<file path="src/rtl/interboard_send_pkg.sv">
// Shared types and helpers for the inter-board message transmitter.
// Optional build macro: INTERBOARD_PARITY_EN (adds an even-parity bit as inter_data[8]).
package interboard_send_pkg;

  typedef enum logic [2:0] {
    TX_IDLE   = 3'd0,
    TX_SETUP  = 3'd1,
    TX_REQ_HI = 3'd2,
    TX_REQ_LO = 3'd3,
    TX_DONE   = 3'd4
  } tx_state_e;

`ifdef INTERBOARD_PARITY_EN
  localparam int INTERBOARD_DATA_W = 9;
`else
  localparam int INTERBOARD_DATA_W = 8;
`endif

  function automatic logic [INTERBOARD_DATA_W-1:0] make_word(input logic [2:0] msg_type,
                                                              input logic [4:0] number);
`ifdef INTERBOARD_PARITY_EN
    return {^{msg_type, number}, msg_type, number};
`else
    return {msg_type, number};
`endif
  endfunction

endpackage

</file>
<file path="src/rtl/interboard_send_sync_ff.sv">
// Multi-flop synchroniser for a single asynchronous bit; all stages clear to 0 on reset.
module sync_ff #(
  parameter int STAGES = 2
) (
  input  logic clk,
  input  logic rst,
  input  logic d_i,
  output logic q_o
);

  logic [STAGES-1:0] sr_q;

  always_ff @(posedge clk) begin
    if (rst) begin
      sr_q <= '0;
    end else begin
      sr_q <= {sr_q[STAGES-2:0], d_i};
    end
  end

  assign q_o = sr_q[STAGES-1];

endmodule

</file>
<file path="src/rtl/interboard_send.sv">
// Board-to-board transmitter: latches one {msg_type, number} word and sends it with a 4-phase req/ack.
// Optional build macro: INTERBOARD_PARITY_EN widens inter_data to 9 bits with even parity in bit 8.
module interboard_send
  import interboard_send_pkg::*;
#(
  parameter int SETUP_CYCLES = 4,
  parameter int SYNC_STAGES  = 2
) (
  input  logic                         clk,
  input  logic                         rst,
  input  logic                         interboard_rst,
  input  logic                         ctrl_en,
  input  logic [2:0]                   ctrl_msg_type,
  input  logic [4:0]                   ctrl_number,
  input  logic                         transmit,
  input  logic                         inter_ack,
  output logic                         inter_req,
  output logic [INTERBOARD_DATA_W-1:0] inter_data,
  output logic                         inter_ready,
  output logic                         busy,
  output logic                         overrun
);

  localparam int CNT_W = (SETUP_CYCLES > 1) ? $clog2(SETUP_CYCLES) : 1;
  localparam logic [CNT_W-1:0] CNT_LAST = CNT_W'(SETUP_CYCLES - 1);

  tx_state_e                    state_q, state_d;
  logic [CNT_W-1:0]             cnt_q, cnt_d;
  logic                         req_q, req_d;
  logic [INTERBOARD_DATA_W-1:0] data_q, data_d;
  logic                         ovr_q, ovr_d;
  logic                         ack_s;
  logic                         clr;

  // transmit is status-only; the transfer never depends on it
  logic unused_transmit;
  assign unused_transmit = transmit;

  assign clr = rst | interboard_rst;

  sync_ff #(.STAGES(SYNC_STAGES)) u_ack_sync (
    .clk (clk),
    .rst (clr),
    .d_i (inter_ack),
    .q_o (ack_s)
  );

  always_ff @(posedge clk) begin
    if (clr) begin
      state_q <= TX_IDLE;
      cnt_q   <= '0;
      req_q   <= 1'b0;
      data_q  <= '0;
      ovr_q   <= 1'b0;
    end else begin
      state_q <= state_d;
      cnt_q   <= cnt_d;
      req_q   <= req_d;
      data_q  <= data_d;
      ovr_q   <= ovr_d;
    end
  end

  always_comb begin
    state_d = state_q;
    cnt_d   = cnt_q;
    req_d   = req_q;
    data_d  = data_q;
    ovr_d   = ctrl_en && (state_q != TX_IDLE);
    unique case (state_q)
      TX_IDLE: begin
        if (ctrl_en) begin
          data_d  = make_word(ctrl_msg_type, ctrl_number);
          cnt_d   = '0;
          state_d = TX_SETUP;
        end
      end
      TX_SETUP: begin
        // A stale ack from the peer parks us at the terminal count until it clears
        if (cnt_q == CNT_LAST) begin
          if (!ack_s) begin
            req_d   = 1'b1;
            state_d = TX_REQ_HI;
          end
        end else begin
          cnt_d = cnt_q + 1'b1;
        end
      end
      TX_REQ_HI: begin
        if (ack_s) begin
          req_d   = 1'b0;
          state_d = TX_REQ_LO;
        end
      end
      TX_REQ_LO: begin
        if (!ack_s) begin
          state_d = TX_DONE;
        end
      end
      TX_DONE: begin
        state_d = TX_IDLE;
      end
      default: begin
        state_d = TX_IDLE;
      end
    endcase
  end

  assign inter_req   = req_q;
  assign inter_data  = data_q;
  assign inter_ready = (state_q == TX_DONE);
  assign busy        = (state_q != TX_IDLE);
  assign overrun     = ovr_q;

endmodule

</file>
<file path="config.mk">
export PLATFORM = sky130hd
export DESIGN_NAME = interboard_send
export DESIGN_NICKNAME = d
export VERILOG_FILES = /design/src/rtl/interboard_send_pkg.sv /design/src/rtl/interboard_send_sync_ff.sv /design/src/rtl/interboard_send.sv
export SDC_FILE = /design/constraint.sdc
export NUM_CORES = 1
export LEC_CHECK = 0
export CORE_ASPECT_RATIO = 1.2
export CORE_MARGIN = 2
export CORE_UTILIZATION = 35
export CTS_BUF_LIST = sky130_fd_sc_hd__clkbuf_4
export DETAILED_ROUTE_END_ITERATION = 6
export PLACE_DENSITY = 0.77
export SLEW_MARGIN = 0
export SYNTH_ARGS = -nofsm -noshare
export SYNTH_HDL_FRONTEND = slang
export SYNTH_SLANG_ARGS = --single-unit
</file>
<file path="constraint.sdc">
create_clock -name clk -period 1.81 [get_ports clk]
set_input_delay 0.362 -clock clk [delete_from_list [all_inputs] [get_ports clk]]
set_output_delay 0.362 -clock clk [all_outputs]
set_load 0.02 [all_outputs]
</file>
Yosys cells after proc, flatten, opt, wreduce, memory -nomap -nowiden

Index checks and enable logic that the tools add are counted.
W data, S select, Z words.

Register bits after elaboration: 17
Input port bits: 14
Output and inout port bits: 12
Word-level logic and storage cells: 41

Equal/unequal tests: 11
Reduce and logical (&&, ||, !) cells: 9
Bitwise logic cells: 1
Multiplexer cells: 13
Add/sub/neg operators: 1

Operators by type and width:

| operator              | count |
|---|---|
| $mux W3               | 5 |
| $pmux W3 S4           | 1 |
| $ne A2 B2 Y1 const B  | 5 |
| $eq A3 B2 Y1 const B  | 2 |
| $reduce_and A5 Y1     | 1 |
| $mux W2               | 2 |
| $pmux W2 S2           | 1 |
| $reduce_and A4 Y1     | 1 |
| $reduce_bool A2 Y1    | 2 |
| $eq A3 B1 Y1 const B  | 1 |
| $eq A3 B3 Y1 const B  | 1 |
| $logic_not A3 Y1      | 1 |
| $mux W1               | 3 |
| $reduce_and A3 Y1     | 1 |
| $reduce_bool A3 Y1    | 1 |
| $add A2 B1 Y2 const B | 1 |
| $eq A2 B2 Y1 const B  | 1 |
| $ne A2 B1 Y1 const B  | 1 |
| $pmux W1 S2           | 1 |
| $reduce_and A2 Y1     | 1 |
| $logic_and A1 B1 Y1   | 1 |
| $or A1 B1 Y1          | 1 |

Depth between registers and ports, before layout

Word-level depth: 3
Depth in mapped cells: 5
Depth with buffers taken out: 4

By module

From an unflattened synthesis, not the netlist that was laid out.

Cell total of the unflattened synthesis: 77
Area total of the unflattened synthesis: 693.2 um^2

By module, submodules not included:

| module          | area an instance (um^2) | instances | sequential area each (um^2) | cells each |
|---|---|---|---|---|
| interboard_send | 640.6                   | 1         | 300.3                       | 73 |
| sync_ff         | 52.6                    | 1         | 40.0                        | 4 |

Worst setup path before layout

OpenSTA, ideal clock, no wires.

Path type: flip-flop to output port
From: register state_q[0]
To: output port inter_ready
Cell stages (with the launch flop): 3
Data required time: 1.448 ns
Data arrival time: 0.982 ns
Buffers on the path: 1
Path slack: 0.466 ns
Cells stage by stage: dfxtp_1 -> clkbuf_4 -> nor3b_1

Cells in the longest elaborated chain, start to end: 1

RTL lines:

| what                     | RTL line               | text |
|---|---|---|
| start: declaration       | interboard_send.sv:27  | `tx_state_e state_q, state_d;` |
| start signal: assignment | interboard_send.sv:56  | `state_q <= state_d;` |
| $eq A3 B3 Y1             | interboard_send.sv:111 | `assign inter_ready = (state_q == TX_DONE);` |
| end: declaration         | interboard_send.sv:19  | `output logic inter_ready,` |

No other way between the ends.

Worst setup path after layout

From: register state_q[1]
To: output port busy

Cells in the longest elaborated chain, start to end: 1

RTL lines:

| what               | RTL line               | text |
|---|---|---|
| $reduce_bool A3 Y1 | interboard_send.sv:112 | `assign busy = (state_q != TX_IDLE);` |
| end: declaration   | interboard_send.sv:20  | `output logic busy,` |

No other way between the ends.

==> results.yml <==
outcome:
  status: "finished, final reports clean"
global_route:
  met3_usage_pct: 2.013
  grt_pass1_vias: 535
  grt_max_degree: 11
  use_met1_pct: 17.31
  busiest_layer: "met2"
  grt_util_met2_pct: 21.36
  grt_pass1_wl_um: 2442
  overflow: 0
  antenna_found_initial: 0
  track_usage_pct: 14.12
die:
  rows: 17
  fp.coreArea_sq_mm: 0.001893
  die_h_um: 53.67
  die_w_um: 45.39
  initial_core_util_pct: 38.00
  die_area_sq_mm: 0.002436
  io_pins: 26
timing:
  drv_slew: 0
  setup_viol: 0
  setup_tns_ns: 0
  fin_ws_ns: 0.1188
  period_share_pct: 93.44
  hold_viol_final: 0
  worst-slew-pin-transition_ns: 0.3802
  clock_skew_ns: 0.001082
  max_clock_freq_mhz: 591.3
  slew_headroom_pct: 74.56
  finalCriticalPeriod_ns: 1.691
  holdWs_ns: 0.4375
  rsz0062_at_grt: "false"
critical_path:
  cpLargestDelayFamily: "simple AND/OR/NAND/NOR gates"
  ff2ff_path_depth: 5
  critPathSlowestCell: "or3_1"
  path_cells: "or3_1 -> dlygate4sd2_1"
  path_class: "reg2out"
  cp.depth: 2
  start_kind: "flip-flop"
  path_max_fanout: 3
  rrSetupSlack_ns: 0.34
  arrival_ns: 1.33
  max_stage_delay_ns: 0.38
  cp.required_ns: 1.45
  cp_num_buf_inv: 1
  timing.rr.start: "state_q[1]"
  crit_path_end_kind: "output pin"
  r2r_end: "cnt_q[0]"
placement:
  dp_slack_ns: 0.04607
  hpwlAfterDp_um: 1060
  portBuffers: 24
  place.gp.congestion: 0.7616
synth:
  synth-compound-area-share_pct: 11.83
  syn_inst: 76
  yosysWarningCount: 0
  synth_top_family_by_area: "simple AND/OR/NAND/NOR gates"
  syn_area_per_cell_sq_um: 9.466
  muxShareOfSynthArea_pct: 0
  synth_edf_count: 0
  synthArstFlopShare_pct: 0
  ys_types: 28
  syn_area_sq_um: 719.4
  synth_xor_area_share_pct: 0
  synth-main-ff-cell: "dfxtp_1"
  yosys.area_share.simple_pct: 32.87
  ys_ff_latch: 17
  ys_seq_area_share_pct: 47.30
  syn_nets: 91
  synth-adder-area-share_pct: 1.739
routing:
  detail_route.wl_per_cell_um: 11.37
  drc: 0
  vias: 641
  detail-route-antenna-nets: 0
  viasPerCell: 5.087
  drtIter0Drc: 6
  first_pass_iters: 2
  wl_um: 1433
flow_run:
  maxCapViolCount: 0
power:
  p_clk_share_pct: 29.5
  p_switching_w: 0.0001684
  peakVddDrop_v: 0.0003718
  p_leak_nw: 0.4015
  p_int_w: 0.0005210
  power_w: 0.0006894
  seq_power_share_pct: 56.2
  p_sw_share_pct: 24.43
  power_frac_comb_pct: 14.3
  cellPowerDensity_mw_per_mm2: 673.6
cts:
  clk_path_buf_depth: 2
  clockRootBuffer: "clkbuf_4"
  insertion_delay_ns: 0.29
  numCtsBuffers: 3
  cts.clk_slew.worst_paths_ns: 0.10
  cts_hold_buf: 0
  htree_levels: 1
  cts_tree: "yes"
  cts.sinks: 17
hold_path:
  min_path_type: "reg2reg"
  min_to: "u_ack_sync.sr_q[1]"
  whs_path_depth: 1
  hp-start: "u_ack_sync.sr_q[0]"
layout:
  diodes: 0
  fillerInstances: 186
  layout-drive-gt1-share_pct: 15.89
  area_growth_pct: 42.26
  nets: 123
-- Yosys cell counts, types with 2 or more instances --
cell	count	area, sq um
dfxtp_1	17	340.3
nand2_1	17	63.81
a21oi_1	11	55.05
buf_6	3	33.78
and2_1	2	12.51
nand2b_1	2	12.51
nor2_1	2	7.510
nor3_1	2	10.01
-- sequential cells by signal (all words and copies together) (netlist names) --
signal           cells
inter_data           8
cnt_q                2
inter_req            1
overrun              1
state_q              3
u_ack_sync.sr_q      2
-- timing repair --
action,4_1_cts,5_1_grt
setup endpoints to repair,2,0
setup buffers,0,0
gates resized for setup,2,0
-- stage by stage --
step                utilization [%]  cell area (sq um)  instances
finish                        54.06               1023        126
global route                  54.06               1023        126
CTS                           54.06               1023        126
detailed placement            52.74              998.5        122
global placement              52.74              998.5        122
floorplan                         -              719.4         76
-- layout make-up --
type	count	area [sq um]	area share, %
clock buffer	3	22.52	2.200
timing repair buffer	32	297.8	29.10
multi-input combinational	54	334.1	32.64
sequential	17	340.3	33.25
tap	19	23.77	2.323
clock inverter	1	5.005	0.4890
-- power by group through the flow --
| stage | clock (W) | sequential (W) | combinational [W] |
|---|---|---|---|
| 2_1_floorplan | 0 | 0.000403 | 0.0000387 |
| 3_3_place_gp | 0 | 0.000396 | 0.0000981 |
| 3_5_place_dp | 0 | 0.000396 | 0.0000992 |
| 4_1_cts | 0.000210 | 0.000388 | 0.0000994 |
| 5_1_grt | 0.000222 | 0.000389 | 0.000107 |
| 6_report | 0.000203 | 0.000387 | 0.0000985 |
-- how the worst max path moves through the flow --
stage | startpoint | to
CTS | state_q[1] | busy
finish | state_q[1] | busy
global route | state_q[1] | busy
detailed placement | ctrl_en | cnt_q[0]
floorplan | state_q[0] | inter_ready
global placement | ctrl_en | cnt_q[0]
-- worst reg2reg max path: cells and delay by family (launching register included) --
kind	cells	cell delay, ns
simple gates	2	0.63
compound gates	1	0.06
flops	1	0.33
buf+inv	2	0.34
-- layer usage --
metal,wire (um),vias to the layer above
li1,-,332
met1,647,282
met2,674,22
met3,62,5
met4,48,0
met5,0,-
-- cell families (layout without fill, tap and decap cells) --
group,count (synthesis),in the layout
AO/OA/AOI/OAI,15,15
adder cells (fa/ha/maj),1,1
buffers and inverters,5,36
flip-flops,17,17
AND/OR/NAND/NOR,38,38
-- cell usage in the layout, fill, tap and decap left out, drive strengths merged --
master,n
clkdlybuf4s50,22
nand2,17
dfxtp,17
a21oi,11
buf,8
clkbuf,3
nor2,2
and2,2
nand2b,2
nor3,2
dlygate4sd2,2
nor4b,2
or4b,2
nand4,2
o21ai,2
or3,1
nor3b,1
and3,1
or2,1
o31ai,1
nor4,1
and4bb,1
o21bai,1
nor4bb,1
ha,1
clkinv,1
No activity file was read; power rests on OpenSTA's default activity.
